**src/rtl/ball_split_scheduler_if.sv**
```systemverilog
// Hit / spawn bus between the collision logic, the ball split scheduler
// and the per-slot ball movement/bitmap instances.
interface ball_split_scheduler_if #(
    parameter int NUM_SLOTS = 8,
    parameter int LEVEL_W   = 2
);
    localparam int SLOT_W = $clog2(NUM_SLOTS);

    logic                         startLevel;
    logic [LEVEL_W-1:0]           initLevel;
    logic                         hitValid;
    logic [SLOT_W-1:0]            hitSlot;
    logic                         hitReady;
    logic [NUM_SLOTS-1:0]         visible;
    logic [NUM_SLOTS*LEVEL_W-1:0] slotLevel;
    logic                         spawnValid;
    logic [SLOT_W-1:0]            spawnSlot;
    logic                         spawnDir;
    logic [SLOT_W-1:0]            spawnParent;
    logic                         spawnDropped;
    logic                         allCleared;

    modport master (
        output startLevel, initLevel, hitValid, hitSlot,
        input  hitReady, visible, slotLevel, spawnValid, spawnSlot, spawnDir,
               spawnParent, spawnDropped, allCleared
    );

    modport slave (
        input  startLevel, initLevel, hitValid, hitSlot,
        output hitReady, visible, slotLevel, spawnValid, spawnSlot, spawnDir,
               spawnParent, spawnDropped, allCleared
    );
endinterface

```
**src/rtl/ball_split_scheduler.sv**
```systemverilog
// Ball slot pool and split sequencer: pops hit balls and spawns two smaller children.
// Optional one-entry hit buffer enabled by defining BALL_HIT_QUEUE_EN.
module ball_split_scheduler #(
    parameter int NUM_SLOTS = 8,
    parameter int LEVEL_W   = 2
) (
    input  logic              clk,
    input  logic              resetN,
    ball_split_scheduler_if.slave bus
);
    localparam int SLOT_W = $clog2(NUM_SLOTS);

    typedef enum logic [1:0] {IDLE, SPAWN_L, SPAWN_R} state_t;

    state_t                             state_q, state_d;
    logic [NUM_SLOTS-1:0]               visible_q, visible_d, visPrev_q;
    logic [NUM_SLOTS-1:0][LEVEL_W-1:0]  level_q, level_d;
    logic [SLOT_W-1:0]                  parent_q, parent_d;
    logic [LEVEL_W-1:0]                 plevel_q, plevel_d;
    logic                               spawnValid_q, spawnValid_d;
    logic                               spawnDropped_q, spawnDropped_d;
    logic [SLOT_W-1:0]                  spawnSlot_q, spawnSlot_d;
    logic                               spawnDir_q, spawnDir_d;
    logic                               allCleared_q;

    logic                               hitReady;
    logic                               procValid;
    logic [SLOT_W-1:0]                  procSlot;
    logic                               freeFound;
    logic [SLOT_W-1:0]                  freeSlot;

`ifdef BALL_HIT_QUEUE_EN
    logic              hqValid_q, hqValid_d;
    logic [SLOT_W-1:0] hqSlot_q, hqSlot_d;

    assign hitReady  = !hqValid_q;
    // A buffered hit always wins in IDLE; a direct hit cannot coexist with it.
    assign procValid = (state_q == IDLE) && (hqValid_q || (bus.hitValid && hitReady));
    assign procSlot  = hqValid_q ? hqSlot_q : bus.hitSlot;

    always_comb begin
        hqValid_d = hqValid_q;
        hqSlot_d  = hqSlot_q;
        if (bus.startLevel) begin
            hqValid_d = 1'b0;
        end else if (state_q == IDLE) begin
            hqValid_d = 1'b0;
        end else if (bus.hitValid && hitReady) begin
            hqValid_d = 1'b1;
            hqSlot_d  = bus.hitSlot;
        end
    end

    always_ff @(posedge clk or negedge resetN) begin
        if (!resetN) begin
            hqValid_q <= 1'b0;
            hqSlot_q  <= '0;
        end else begin
            hqValid_q <= hqValid_d;
            hqSlot_q  <= hqSlot_d;
        end
    end
`else
    assign hitReady  = (state_q == IDLE);
    assign procValid = bus.hitValid && hitReady;
    assign procSlot  = bus.hitSlot;
`endif

    // Lowest-index free slot; the slot taken by SPAWN_L is already visible here.
    always_comb begin
        freeFound = 1'b0;
        freeSlot  = '0;
        for (int i = NUM_SLOTS - 1; i >= 0; i--) begin
            if (!visible_q[i]) begin
                freeFound = 1'b1;
                freeSlot  = SLOT_W'(i);
            end
        end
    end

    always_comb begin
        state_d        = state_q;
        visible_d      = visible_q;
        level_d        = level_q;
        parent_d       = parent_q;
        plevel_d       = plevel_q;
        spawnValid_d   = 1'b0;
        spawnDropped_d = 1'b0;
        spawnSlot_d    = spawnSlot_q;
        spawnDir_d     = spawnDir_q;

        case (state_q)
            IDLE: begin
                if (procValid && visible_q[procSlot]) begin
                    visible_d[procSlot] = 1'b0;
                    parent_d            = procSlot;
                    plevel_d            = level_q[procSlot];
                    if (level_q[procSlot] != '0) state_d = SPAWN_L;
                end
            end
            SPAWN_L, SPAWN_R: begin
                if (freeFound) begin
                    visible_d[freeSlot] = 1'b1;
                    level_d[freeSlot]   = plevel_q - LEVEL_W'(1);
                    spawnValid_d        = 1'b1;
                    spawnSlot_d         = freeSlot;
                    spawnDir_d          = (state_q == SPAWN_R);
                end else begin
                    spawnDropped_d = 1'b1;
                end
                state_d = (state_q == SPAWN_L) ? SPAWN_R : IDLE;
            end
            default: state_d = IDLE;
        endcase

        if (bus.startLevel) begin
            state_d        = IDLE;
            visible_d      = NUM_SLOTS'(1);
            level_d        = '0;
            level_d[0]     = bus.initLevel;
            spawnValid_d   = 1'b0;
            spawnDropped_d = 1'b0;
        end
    end

    always_ff @(posedge clk or negedge resetN) begin
        if (!resetN) begin
            state_q        <= IDLE;
            visible_q      <= '0;
            visPrev_q      <= '0;
            level_q        <= '0;
            parent_q       <= '0;
            plevel_q       <= '0;
            spawnValid_q   <= 1'b0;
            spawnDropped_q <= 1'b0;
            spawnSlot_q    <= '0;
            spawnDir_q     <= 1'b0;
            allCleared_q   <= 1'b0;
        end else begin
            state_q        <= state_d;
            visible_q      <= visible_d;
            visPrev_q      <= visible_q;
            level_q        <= level_d;
            parent_q       <= parent_d;
            plevel_q       <= plevel_d;
            spawnValid_q   <= spawnValid_d;
            spawnDropped_q <= spawnDropped_d;
            spawnSlot_q    <= spawnSlot_d;
            spawnDir_q     <= spawnDir_d;
            allCleared_q   <= !bus.startLevel && (visPrev_q != '0) && (visible_q == '0);
        end
    end

    assign bus.hitReady     = hitReady;
    assign bus.visible      = visible_q;
    assign bus.slotLevel    = level_q;
    assign bus.spawnValid   = spawnValid_q;
    assign bus.spawnSlot    = spawnSlot_q;
    assign bus.spawnDir     = spawnDir_q;
    assign bus.spawnParent  = parent_q;
    assign bus.spawnDropped = spawnDropped_q;
    assign bus.allCleared   = allCleared_q;
endmodule

```
**src/flat_wrapper.sv**
```systemverilog
// flat-port wrapper written by rule: the top's interface ports become plain ports
module ball_split_scheduler_flat 
#(
    parameter int NUM_SLOTS = 8,
    parameter int LEVEL_W   = 2
)
  (clk, resetN, bus_startLevel, bus_initLevel, bus_hitValid, bus_hitSlot, bus_hitReady, bus_visible, bus_slotLevel, bus_spawnValid, bus_spawnSlot, bus_spawnDir, bus_spawnParent, bus_spawnDropped, bus_allCleared);
  ball_split_scheduler_if #(.NUM_SLOTS(NUM_SLOTS), .LEVEL_W(LEVEL_W)) bus_i ();
  input  logic clk;
  input  logic resetN;
  input wire logic [$bits(bus_i.startLevel)-1:0] bus_startLevel;
  input wire logic [$bits(bus_i.initLevel)-1:0] bus_initLevel;
  input wire logic [$bits(bus_i.hitValid)-1:0] bus_hitValid;
  input wire logic [$bits(bus_i.hitSlot)-1:0] bus_hitSlot;
  output wire logic [$bits(bus_i.hitReady)-1:0] bus_hitReady;
  output wire logic [$bits(bus_i.visible)-1:0] bus_visible;
  output wire logic [$bits(bus_i.slotLevel)-1:0] bus_slotLevel;
  output wire logic [$bits(bus_i.spawnValid)-1:0] bus_spawnValid;
  output wire logic [$bits(bus_i.spawnSlot)-1:0] bus_spawnSlot;
  output wire logic [$bits(bus_i.spawnDir)-1:0] bus_spawnDir;
  output wire logic [$bits(bus_i.spawnParent)-1:0] bus_spawnParent;
  output wire logic [$bits(bus_i.spawnDropped)-1:0] bus_spawnDropped;
  output wire logic [$bits(bus_i.allCleared)-1:0] bus_allCleared;
  assign bus_i.startLevel = bus_startLevel;
  assign bus_i.initLevel = bus_initLevel;
  assign bus_i.hitValid = bus_hitValid;
  assign bus_i.hitSlot = bus_hitSlot;
  assign bus_hitReady = bus_i.hitReady;
  assign bus_visible = bus_i.visible;
  assign bus_slotLevel = bus_i.slotLevel;
  assign bus_spawnValid = bus_i.spawnValid;
  assign bus_spawnSlot = bus_i.spawnSlot;
  assign bus_spawnDir = bus_i.spawnDir;
  assign bus_spawnParent = bus_i.spawnParent;
  assign bus_spawnDropped = bus_i.spawnDropped;
  assign bus_allCleared = bus_i.allCleared;
  ball_split_scheduler #(.NUM_SLOTS(NUM_SLOTS), .LEVEL_W(LEVEL_W)) u_core (.clk(clk), .resetN(resetN), .bus(bus_i));
endmodule
```
**config.mk**
```make
export PLATFORM = sky130hd
export DESIGN_NAME = ball_split_scheduler_flat
export DESIGN_NICKNAME = d
export VERILOG_FILES = /design/src/rtl/ball_split_scheduler_if.sv /design/src/rtl/ball_split_scheduler.sv /design/src/flat_wrapper.sv
export SDC_FILE = /design/constraint.sdc
export NUM_CORES = 1
export LEC_CHECK = 0
export BUFFER_PORTS_ARGS = -buffer_cell sky130_fd_sc_hd__buf_2
export CAP_MARGIN = 20
export CORE_ASPECT_RATIO = 1.4
export CORE_MARGIN = 4
export CORE_UTILIZATION = 45
export DETAILED_ROUTE_END_ITERATION = 8
export PLACE_DENSITY = 0.72
export SYNTH_ARGS = -nofsm -noshare
export SYNTH_HDL_FRONTEND = slang
export SYNTH_SLANG_ARGS = --single-unit
```
**constraint.sdc**
```tcl
create_clock -name clk -period 1.7 [get_ports clk]
set_input_delay 0.17 -clock clk [delete_from_list [all_inputs] [get_ports clk]]
set_output_delay 0.17 -clock clk [all_outputs]
set_load 0.1 [all_outputs]
```
==> reports/qor.txt, run 1 <==
Total Power: 4.65 mW
WL/cell: 20.2 um
Die X: 68.9 um
Worst-Margin Slew: 0.505 ns
Layout Area Growth over Synthesis: 64.6%
Core area: 4950 um2
Synth area leaders: dfrtp_1 (49%), a21oi_1 (4.1%), nand2_1 (3.9%)
Slew Viols, Final: 0
Via count: 2372
Input/output buffers: 43
Cell-by-cell trace of the critical path: mux2i_4, o32ai_4, o211ai_4, or4_1, a32o_1
Status: finished, violations left
Fin Hold WS: 0.0632 ns
Final worst setup slack: -0.182 ns
First-pass GRT wire length: 12.3 mm
Hold Vio Cnt, Final: 0
LEAKAGE: 1.75 nW
Worst hold path type: in -> reg
# setup viols final: 24
Post-Syn Instances: 218
Via/cell ratio: 5.84
Yosys top cell area share: 49.3%
Post-synthesis cell area: 2340 um2
DR DRC count: 0
Largest net degree at the start of global routing: 47
Number of synthesized register bits: 46
CTS Buf Count: 5
Diode count: 0
Antenna violations before repair: 0
Sequential area share after synthesis: 49.3%
Inst Count DP: 380
Syn Nets: 231
Avg Synthesized Cell Area: 10.7 um2
Htree depth: 2
Critical Path Fanout Max: 6
Clock latency reported for the late side of the worst-skew pair: 0.31 ns
MaxCap Viol Count: 0
Gr usage total: 26.1%
GRT Residual Overflow: 0
Synth cell types: 43
Vias in the first global route: 2445
Synth area leader: dfrtp_1
Setup Skew: 0.00424 ns
Critical-path top delay cell: dfrtp_4
Maximum root-to-sink buffer count: 2
CTS Root Cell: clkbuf_8
Pre-antenna DRT Iters: 4
Core Rows: 30
Worst vdd ir: 0.00139 V
Layout Nets: 354
CTS clk-pin slew, worst paths: 0.09 ns
Req. time, crit path: 1.89 ns
Syn. warnings: 0
Critical path class: reg -> reg
Final RePlAce weighted congestion: 0.848
Layout fillers: 329
Finished Layout Cells: 406
Fraction of layout cells with a size suffix above 1: 62.6%
Chip height: 93.3 um
Failing checks: negative setup slack
CP bufs+invs: 0
Worst setup EP type: flop
Crit path arrival time: 2.08 ns
PwrDens: 1210 nW/um2
Placed wire-length estimate: 5.32 mm
Minimum clock period: 1.88 ns
# IOs: 44
Unrepaired setup endpoints after global routing: yes
CP max stage delay: 0.46 ns
Routed Antenna Nets: 0
Initial core utilization: 47.2%
DR iter-0 viols: 141
Routed WL: 8.20 mm
Period utilization: 111%
Top delay family on crit path: compound AO/OA/AOI/OAI gates
Max frequency: 531 MHz
CTS sink count: 46
Most frequent cells in the layout: buf_4 (64), buf_2 (42), dfrtp_1 (22)
Die area: 6430 um2
Most common cell after layout, fill and taps aside: buf_4
CTS tree: done
Type of origin of the critical path: flop
Max-slew headroom: 66.5%
stage by stage:
| step | TNS [ns] | instance area [um2] | worst slack [ns] | util (%) |
|---|---|---|---|---|
| floorplan | -4.51 | 2500 | -0.351 | - |
| global route | -2.91 | 3850 | -0.218 | 77.7 |
| finish | -1.79 | 3850 | -0.182 | 77.7 |
| CTS | -1.26 | 3620 | -0.131 | 73.1 |
| global placement | -1.59 | 3230 | -0.167 | 65.3 |
| detailed placement | -2.83 | 3230 | -0.237 | 65.3 |
registers in the layout (all words and copies together), names as in the netlist:
signal	flops
u_core.bus.allCleared	1
u_core.bus.slotLevel	16
u_core.bus.spawnDir	1
u_core.bus.spawnDropped	1
u_core.bus.spawnParent	3
u_core.bus.spawnSlot	3
u_core.bus.spawnValid	1
u_core.bus.visible	8
u_core.plevel_q	2
u_core.state_q	2
u_core.visPrev_q	8
routing by layer:
layer  up-vias  GRT usage (%)  share of wire (%)
met4         0           12.2                4.5
met2        94           43.5                 53
met1      1187           30.0                 37
met3        33           7.33                5.7
li1       1058              -                  -
met5         -              0                  0
kinds of logic after synthesis:
kind of cell	synth area share [%]
XOR/XNOR	0.375
AND/OR/NAND/NOR	14.4
buffers and inverters	3.96
adder cells (fa/ha/maj)	2.14
flip-flops	49.3
AO/OA/AOI/OAI	19.6
multiplexers	10.2
worst register-to-register path, cell delays in order (launching register included):
cell	delay [ns]
dfrtp_4	0.46
mux2i_4	0.09
o32ai_4	0.35
o211ai_4	0.14
or4_1	0.43
a32o_1	0.30
final timing paths:
check | from | to | slack (ns) | cells past startpoint
worst max-delay path | u_core.bus.visible[3] | u_core.bus.visible[6] | -0.18 | 5
min in group asynchronous | resetN | u_core.visPrev_q[4] | 0.38 | 3
worst max register to register | u_core.bus.visible[3] | u_core.bus.visible[6] | -0.18 | 5
worst min-delay path | bus_initLevel[0] | u_core.bus.slotLevel[0] | 0.06 | 3
worst min register to register | u_core.bus.spawnDir | u_core.bus.spawnDir | 0.48 | 2
max in group asynchronous | resetN | u_core.bus.slotLevel[5] | 1.07 | 3
synthesized netlist by cell type:
| library cell | count |
|---|---|
| nand4_1 | 4 |
| inv_1 | 6 |
| dfrtp_1 | 46 |
| o211ai_2 | 1 |
| buf_4 | 1 |
| a32o_1 | 4 |
| xnor2_1 | 1 |
| or2b_1 | 1 |
| nand2b_1 | 3 |
| o311a_1 | 4 |
| ha_1 | 4 |
| o221a_2 | 1 |
| mux4_2 | 1 |
| o31ai_1 | 6 |
| o21a_1 | 2 |
| o221ai_2 | 1 |
| nand3_1 | 4 |
| a21oi_1 | 19 |
| buf_2 | 5 |
| a21boi_1 | 2 |
| nor3_1 | 2 |
| clkbuf_1 | 7 |
| nor2_1 | 12 |
| mux2i_1 | 7 |
| a21o_1 | 2 |
| nand4_2 | 1 |
| a31o_1 | 2 |
| mux2_2 | 6 |
| o41ai_1 | 1 |
| o32ai_2 | 2 |
| o21ai_0 | 9 |
| o21ai_1 | 2 |
| a31o_2 | 1 |
| mux4_1 | 3 |
| nand2_1 | 24 |
| nand3b_1 | 1 |
| or3_1 | 2 |
| nor2b_1 | 3 |
| o211ai_1 | 2 |
| buf_6 | 1 |
| a211o_1 | 2 |
| nor4_1 | 5 |
| or4_1 | 5 |
repair_timing:
item | 4_1_cts | 5_1_grt
hold buffers | 1 | 0
setup endpoints to repair | 21 | 26
resized for setup | 40 | 40
buffers inserted | 10 | 8
pin swaps | 15 | 20
endpoints found under the hold margin | 46 | 0
report_power, final:
group	switching (mW)	internal, mW
registers	0.0786	1.22
clock network	0.391	0.441
logic	1.65	0.867
layout make-up:
class / count / area (um2) / area share, %
timing repair buffer: 130 / 981 / 25.5
sequential: 46 / 1230 / 31.9
inverter: 6 / 22.5 / 0.585
tap: 64 / 80.1 / 2.08
multi-input combinational: 152 / 1430 / 37.2
clock buffer: 7 / 76.3 / 1.98
clock inverter: 1 / 30.0 / 0.780
(Power assumes the default switching activity.)
==> run 2: changes to the inputs <==
PLACE_DENSITY = 0.7   (was 0.72)
clock period = 2.4 ns   (was 1.7 ns; I/O delays follow)
==> run 2 against run 1 <==
Effect of this change:
- the flow now finishes without violations
- combinational power is 51% lower
- sequential power down 29%
- setup slack better by 0.58 ns
- maximum frequency down 5.9%
- die area is the same
- critical path depth is the same
- final area fell by 28%
- routed wire length is 24% lower
- first-iteration DRC count grew 46%
- global-route usage is 4.6 points lower
- critical path type unchanged
==> reports/qor.txt, run 2 (synthesis results as in run 1) <==
Status: completed
Type of origin of the critical path: flop
CP max stage delay: 0.53 ns (+0.07 ns)
Inst Count DP: 322 (-15%)
WL/cell: 18.9 um (-6.3%)
Layout Area Growth over Synthesis: 17.8%
Diode count: 0 (unchanged)
Worst hold path type: in -> reg
Max frequency: 500 MHz (-5.9%)
Setup Skew: 0.00967 ns (+0.00544 ns)
Unrepaired setup endpoints after global routing: no
Die area: 6430 um2 (unchanged)
Hold Vio Cnt, Final: 0 (unchanged)
Fraction of layout cells with a size suffix above 1: 30.0% (-33 points)
Htree depth: 2 (unchanged)
Input/output buffers: 43 (unchanged)
CTS clk-pin slew, worst paths: 0.08 ns (about the same)
Core Rows: 30 (unchanged)
Clock latency reported for the late side of the worst-skew pair: 0.30 ns (about the same)
CTS sink count: 46 (unchanged)
Initial core utilization: 47.2% (unchanged)
Critical path class: reg -> reg
GRT Residual Overflow: 0 (unchanged)
Maximum root-to-sink buffer count: 2 (unchanged)
Pre-antenna DRT Iters: 4 (unchanged)
# IOs: 44 (unchanged)
Final RePlAce weighted congestion: 0.919 (+8.4%)
Worst vdd ir: 0.000444 V (-68%)
Req. time, crit path: 2.59 ns (+0.70 ns)
Sum Neg Setup Slack: 0 ns (+1.79 ns)
CTS Buf Count: 5 (unchanged)
Layout fillers: 455 (+38%)
Minimum clock period: 2.00 ns (+0.117 ns)
CP bufs+invs: 2 (+2)
Most common cell after layout, fill and taps aside: buf_2
Placed wire-length estimate: 4.61 mm (-13%)
Vias in the first global route: 1994 (-18%)
Critical Path Fanout Max: 8 (+2)
Finished Layout Cells: 331 (-18%)
LEAKAGE: 1.30 nW (-25%)
Slew Viols, Final: 0 (unchanged)
Routed WL: 6.26 mm (-24%)
Max reg flops: 16 (unchanged)
Routed Antenna Nets: 0 (unchanged)
Gr usage total: 21.5% (-4.6 points)
CTS tree: done
PwrDens: 964 nW/um2 (-20%)
DR iter-0 viols: 206 (+46%)
Worst setup EP type: flop
Most frequent cells in the layout: buf_2 (43), dfrtp_1 (42), nand2_1 (24)
Post-CTS sizing: 0 (-100%)
Die X: 68.9 um (unchanged)
CTS Root Cell: clkbuf_8
Via count: 2017 (-15%)
Core area: 4950 um2 (unchanged)
Chip height: 93.3 um (unchanged)
# setup viols final: 0 (-100%)
Top delay family on crit path: simple AND/OR/NAND/NOR gates
Via/cell ratio: 6.09 (+4.3%)
Max-slew headroom: 49.2% (-17 points)
Layout Nets: 279 (-21%)
First-pass GRT wire length: 10.3 mm (-17%)
Critical-path top delay cell: or4_1
Period utilization: 83.3% (-27 points)
Crit path arrival time: 2.19 ns (+0.11 ns)
Antenna violations before repair: 0 (unchanged)
DR DRC count: 0 (unchanged)
Worst-Margin Slew: 0.757 ns (+0.252 ns)
Largest net degree at the start of global routing: 21 (-55%)
MaxCap Viol Count: 0 (unchanged)
Cell-by-cell trace of the critical path: inv_1, ha_1, buf_4, or4_1, a32o_1
Final core occ: 55.6% (-22 points)
[run 2: changes by cell type in the layout (fill, tap and decap cells not counted), sizes merged]
cell / previous run / this run
buf: 129 / 54
bufinv: 1 / 0
clkinv: 0 / 1
[run 2: worst paths after layout]
path / start / end / slack [ns] / cells after the start
min in group asynchronous: resetN / u_core.bus.visible[0] / 0.35 / 2
max reg2reg: u_core.state_q[0] / u_core.bus.visible[6] / 0.40 / 5
max in group asynchronous: resetN / u_core.bus.visible[2] / 1.48 / 3
max: u_core.state_q[0] / u_core.bus.visible[6] / 0.40 / 5
min reg2reg: u_core.bus.spawnSlot[0] / u_core.bus.spawnSlot[0] / 0.48 / 2
min: bus_initLevel[0] / u_core.bus.slotLevel[0] / 0.15 / 3
[run 2: what timing repair did]
item | in CTS | in global routing
setup buffers | 0 | 0
hold endpoints to repair | 11 | 0
hold buffers | 1 | 0
[run 2: metal layers]
metal / part of all wire (%) / global-route usage (%) / up-vias
li1: - / - / 910
met3: 6.4 / 4.33 / 18
met2: 50 / 35.2 / 94
met1: 41 / 26.9 / 995
met5: 0 / 0 / -
met4: 2.6 / 9.27 / 0
[run 2: area by class of cell]
| class | instances | area, um2 | share of cell area (%) |
|---|---|---|---|
| Sequential cell | 46 | 1160 | 42.0 |
| Multi-Input combinational cell | 152 | 1100 | 39.8 |
| Timing Repair Buffer | 55 | 308 | 11.2 |
| Clock buffer | 7 | 86.3 | 3.13 |
| Tap cell | 64 | 80.1 | 2.91 |
| Inverter | 6 | 22.5 | 0.818 |
| Clock inverter | 1 | 5.00 | 0.182 |
[run 2: metrics by stage]
stage / hold slack [ns] / setup WS [ns] / instance area (um2) / total power, mW
floorplan: -0.0556 / 0.0273 / 2340 / 1.88
global placement: 0.137 / 0.423 / 2650 / 2.17
detailed placement: 0.143 / 0.403 / 2650 / 2.18
CTS: 0.147 / 0.390 / 2750 / 2.67
global route: 0.158 / 0.284 / 2750 / 2.79
finish: 0.146 / 0.401 / 2750 / 2.65
[run 2: where the power goes]
part / switching [mW] / internal, mW / leakage, nW
logic: 0.964 / 0.273 / 0.643
clock network: 0.258 / 0.233 / 0.0482
registers: 0.0647 / 0.862 / 0.612
[run 2: worst register-to-register path, cell delays in order, from the launching register on]
cell	delay, ns
dfrtp_1	0.38
inv_1	0.09
ha_1	0.40
buf_4	0.21
or4_1	0.53
a32o_1	0.29
==> run 3: changes to the inputs <==
clock period = 1.9 ns   (was 2.4 ns; I/O delays follow)
==> run 3 against run 2 <==
Effect of this change:
- critical path depth did not move
- setup slack got worse by 0.34 ns
- core utilization rose by 5.0 points
- sequential cell count did not move
- die area did not move
- power rose by 33%
- highest routed layer unchanged
- via count rose by 1.0%
- maximum frequency rose by 8.8%
- sequential share of layout area fell by 1.8 points
- clock power rose by 29%
- non-clock buffer count rose by 21
==> reports/qor.txt, run 3 (synthesis results as in run 1) <==
Req. time, crit path: 2.10 ns (-0.49 ns)
Worst hold path type: in -> reg
Max frequency: 544 MHz (+8.8%)
Critical path class: reg -> reg
MaxCap Viol Count: 0 (unchanged)
Fraction of layout cells with a size suffix above 1: 44.4% (+14 points)
Via/cell ratio: 5.79 (-5.0%)
CP max stage delay: 0.49 ns (-0.04 ns)
CTS sink count: 46 (unchanged)
RR Startpoint: u_core.bus.visible[3]
Unrepaired setup endpoints after global routing: yes
Worst-Margin Slew: 0.606 ns (-0.151 ns)
Layout Nets: 300 (+7.5%)
Input/output buffers: 43 (unchanged)
Initial core utilization: 47.2% (unchanged)
Diode count: 0 (unchanged)
Placed wire-length estimate: 4.53 mm (-1.6%)
CTS clk-pin slew, worst paths: 0.09 ns (about the same)
# IOs: 44 (unchanged)
Reg-to-reg endpoint: u_core.bus.visible[2]
Most common cell after layout, fill and taps aside: buf_2
# setup viols final: 0 (unchanged)
Max-slew headroom: 59.6% (+10 points)
Slew Viols, Final: 0 (unchanged)
Finished Layout Cells: 352 (+6.3%)
CTS Buf Count: 5 (unchanged)
Most frequent cells in the layout: buf_2 (43), buf_4 (31), nand2_1 (24)
Via count: 2038 (+1.0%)
PwrDens: 1180 nW/um2 (+22%)
Post-Layout Inst Area: 3000 um2 (+9.0%)
Critical-path top delay cell: or4_1
DR DRC count: 0 (unchanged)
Crit path arrival time: 2.04 ns (-0.15 ns)
DR iter-0 viols: 163 (-21%)
Area of the multi-input gates: 1120 um2 (+2.2%)
Reg-to-reg slack, setup: 0.06 ns (-0.34 ns)
Max reg flops: 16 (unchanged)
LEAKAGE: 1.36 nW (+4.6%)
Final core occ: 60.6% (+5.0 points)
GRT Residual Overflow: 0 (unchanged)
WHS Endpoint: u_core.bus.slotLevel[0]
WL/cell: 17.3 um (-8.4%)
Inst Count DP: 342 (+6.2%)
Die area: 6430 um2 (unchanged)
Gr usage total: 20.8% (-0.70 points)
Type of origin of the critical path: flop
Clock latency reported for the late side of the worst-skew pair: 0.31 ns (about the same)
Hold Startpoint: bus_initLevel[0]
Core Rows: 30 (unchanged)
Minimum clock period: 1.84 ns (-0.162 ns)
Routed WL: 6.10 mm (-2.6%)
CTS tree: done
R2R cell count: 5 (unchanged)
Core area: 4950 um2 (unchanged)
Setup Skew: 0.00345 ns (-0.00622 ns)
Die X: 68.9 um (unchanged)
Maximum root-to-sink buffer count: 2 (unchanged)
Placed instance area: 2880 um2 (+8.5%)
Worst vdd ir: 0.000640 V (+44%)
Pre-antenna DRT Iters: 5 (+1)
Routed Antenna Nets: 0 (unchanged)
Status: completed
Chip height: 93.3 um (unchanged)
Critical Path Fanout Max: 7 (-1)
Dpl ws: -0.0609 ns (-0.464 ns)
Hold Vio Cnt, Final: 0 (unchanged)
Period utilization: 96.7% (+13 points)
Vias in the first global route: 2008 (+0.70%)
Final worst setup slack: 0.0626 ns (-0.338 ns)
Worst setup EP type: flop
Largest net degree at the start of global routing: 26 (+24%)
Antenna violations before repair: 0 (unchanged)
CTS Root Cell: clkbuf_8
Hold depth: 3 (unchanged)
Layout fillers: 438 (-3.7%)
Register area: 1210 um2 (+4.3%)
Layout Area Growth over Synthesis: 28.4%
Final RePlAce weighted congestion: 0.844 (-8.2%)
First-pass GRT wire length: 10.0 mm (-2.6%)
Htree depth: 2 (unchanged)
Cell-by-cell trace of the critical path: mux2i_2, o32ai_2, o211ai_2, or4_1, a32o_1
-- run 3: cell count changes in the layout (fill, tap and decap cells not counted), moves of 2 or more --
cell | before | now
a21boi_2 | 0 | 2
dfrtp_2 | 4 | 14
dfrtp_4 | 0 | 10
buf_4 | 11 | 31
dfrtp_1 | 42 | 22
a21boi_1 | 2 | 0
-- run 3: worst max path at each step --
stage	slack [ns]	endpoint	start
after floorplan	-0.15	u_core.bus.visible[3]	u_core.bus.visible[1]
after global placement	-0.03	u_core.state_q[1]	bus_hitSlot[1]
after detailed placement	-0.06	u_core.state_q[1]	bus_hitSlot[1]
after CTS	0.06	u_core.bus.visible[1]	u_core.state_q[0]
after global routing	-0.02	u_core.bus.visible[2]	u_core.bus.visible[1]
final	0.06	u_core.bus.visible[2]	u_core.bus.visible[3]
-- run 3: layout make-up --
type,count,area share (%)
multi-input combinational,152,37.3
clock buffer,6,2.75
clock inverter,2,0.417
sequential,46,40.2
timing repair buffer,76,15.9
inverter,6,0.750
tap,64,2.67
-- run 3: metal layers --
metal  track usage (%)  routed length, um  vias up
met2              33.4               3080       83
met4              6.83                 98        0
met5                 0                  0        -
met1              28.4               2550      989
li1                  -                  -      955
met3              3.00                375       11
-- run 3: worst max-delay path: cells and delay by family, from the launching register on --
| family | cells | cell delay [ns] |
|---|---|---|
| DFF | 1 | 0.45 |
| muxes | 1 | 0.08 |
| AOI/OAI and AO/OA | 3 | 0.71 |
| and+or+nand+nor | 1 | 0.49 |
-- run 3: power by group --
group	leakage, nW	internal, mW	switching, mW
Combinational	0.739	0.469	1.27
Clock	0.0472	0.293	0.340
Sequential	0.578	1.10	0.0683
-- run 3: per-stage QoR --
stage	setup TNS, ns	power [mW]	hold WS (ns)
after floorplan	-0.901	2.42	-0.106
after global placement	-0.0456	2.89	0.235
after detailed placement	-0.130	2.91	0.235
after CTS	0	3.54	0.0845
after global routing	-0.0446	3.69	0.113
final	0	3.53	0.0849
-- run 3: timing repair --
item / in CTS / in global routing
gates resized for setup: 1 / 2
setup buffers: 0 / 1
hold endpoints to repair: 24 / 0
hold buffers: 1 / 0
setup endpoints to repair: 1 / 6
pin swaps: 0 / 2
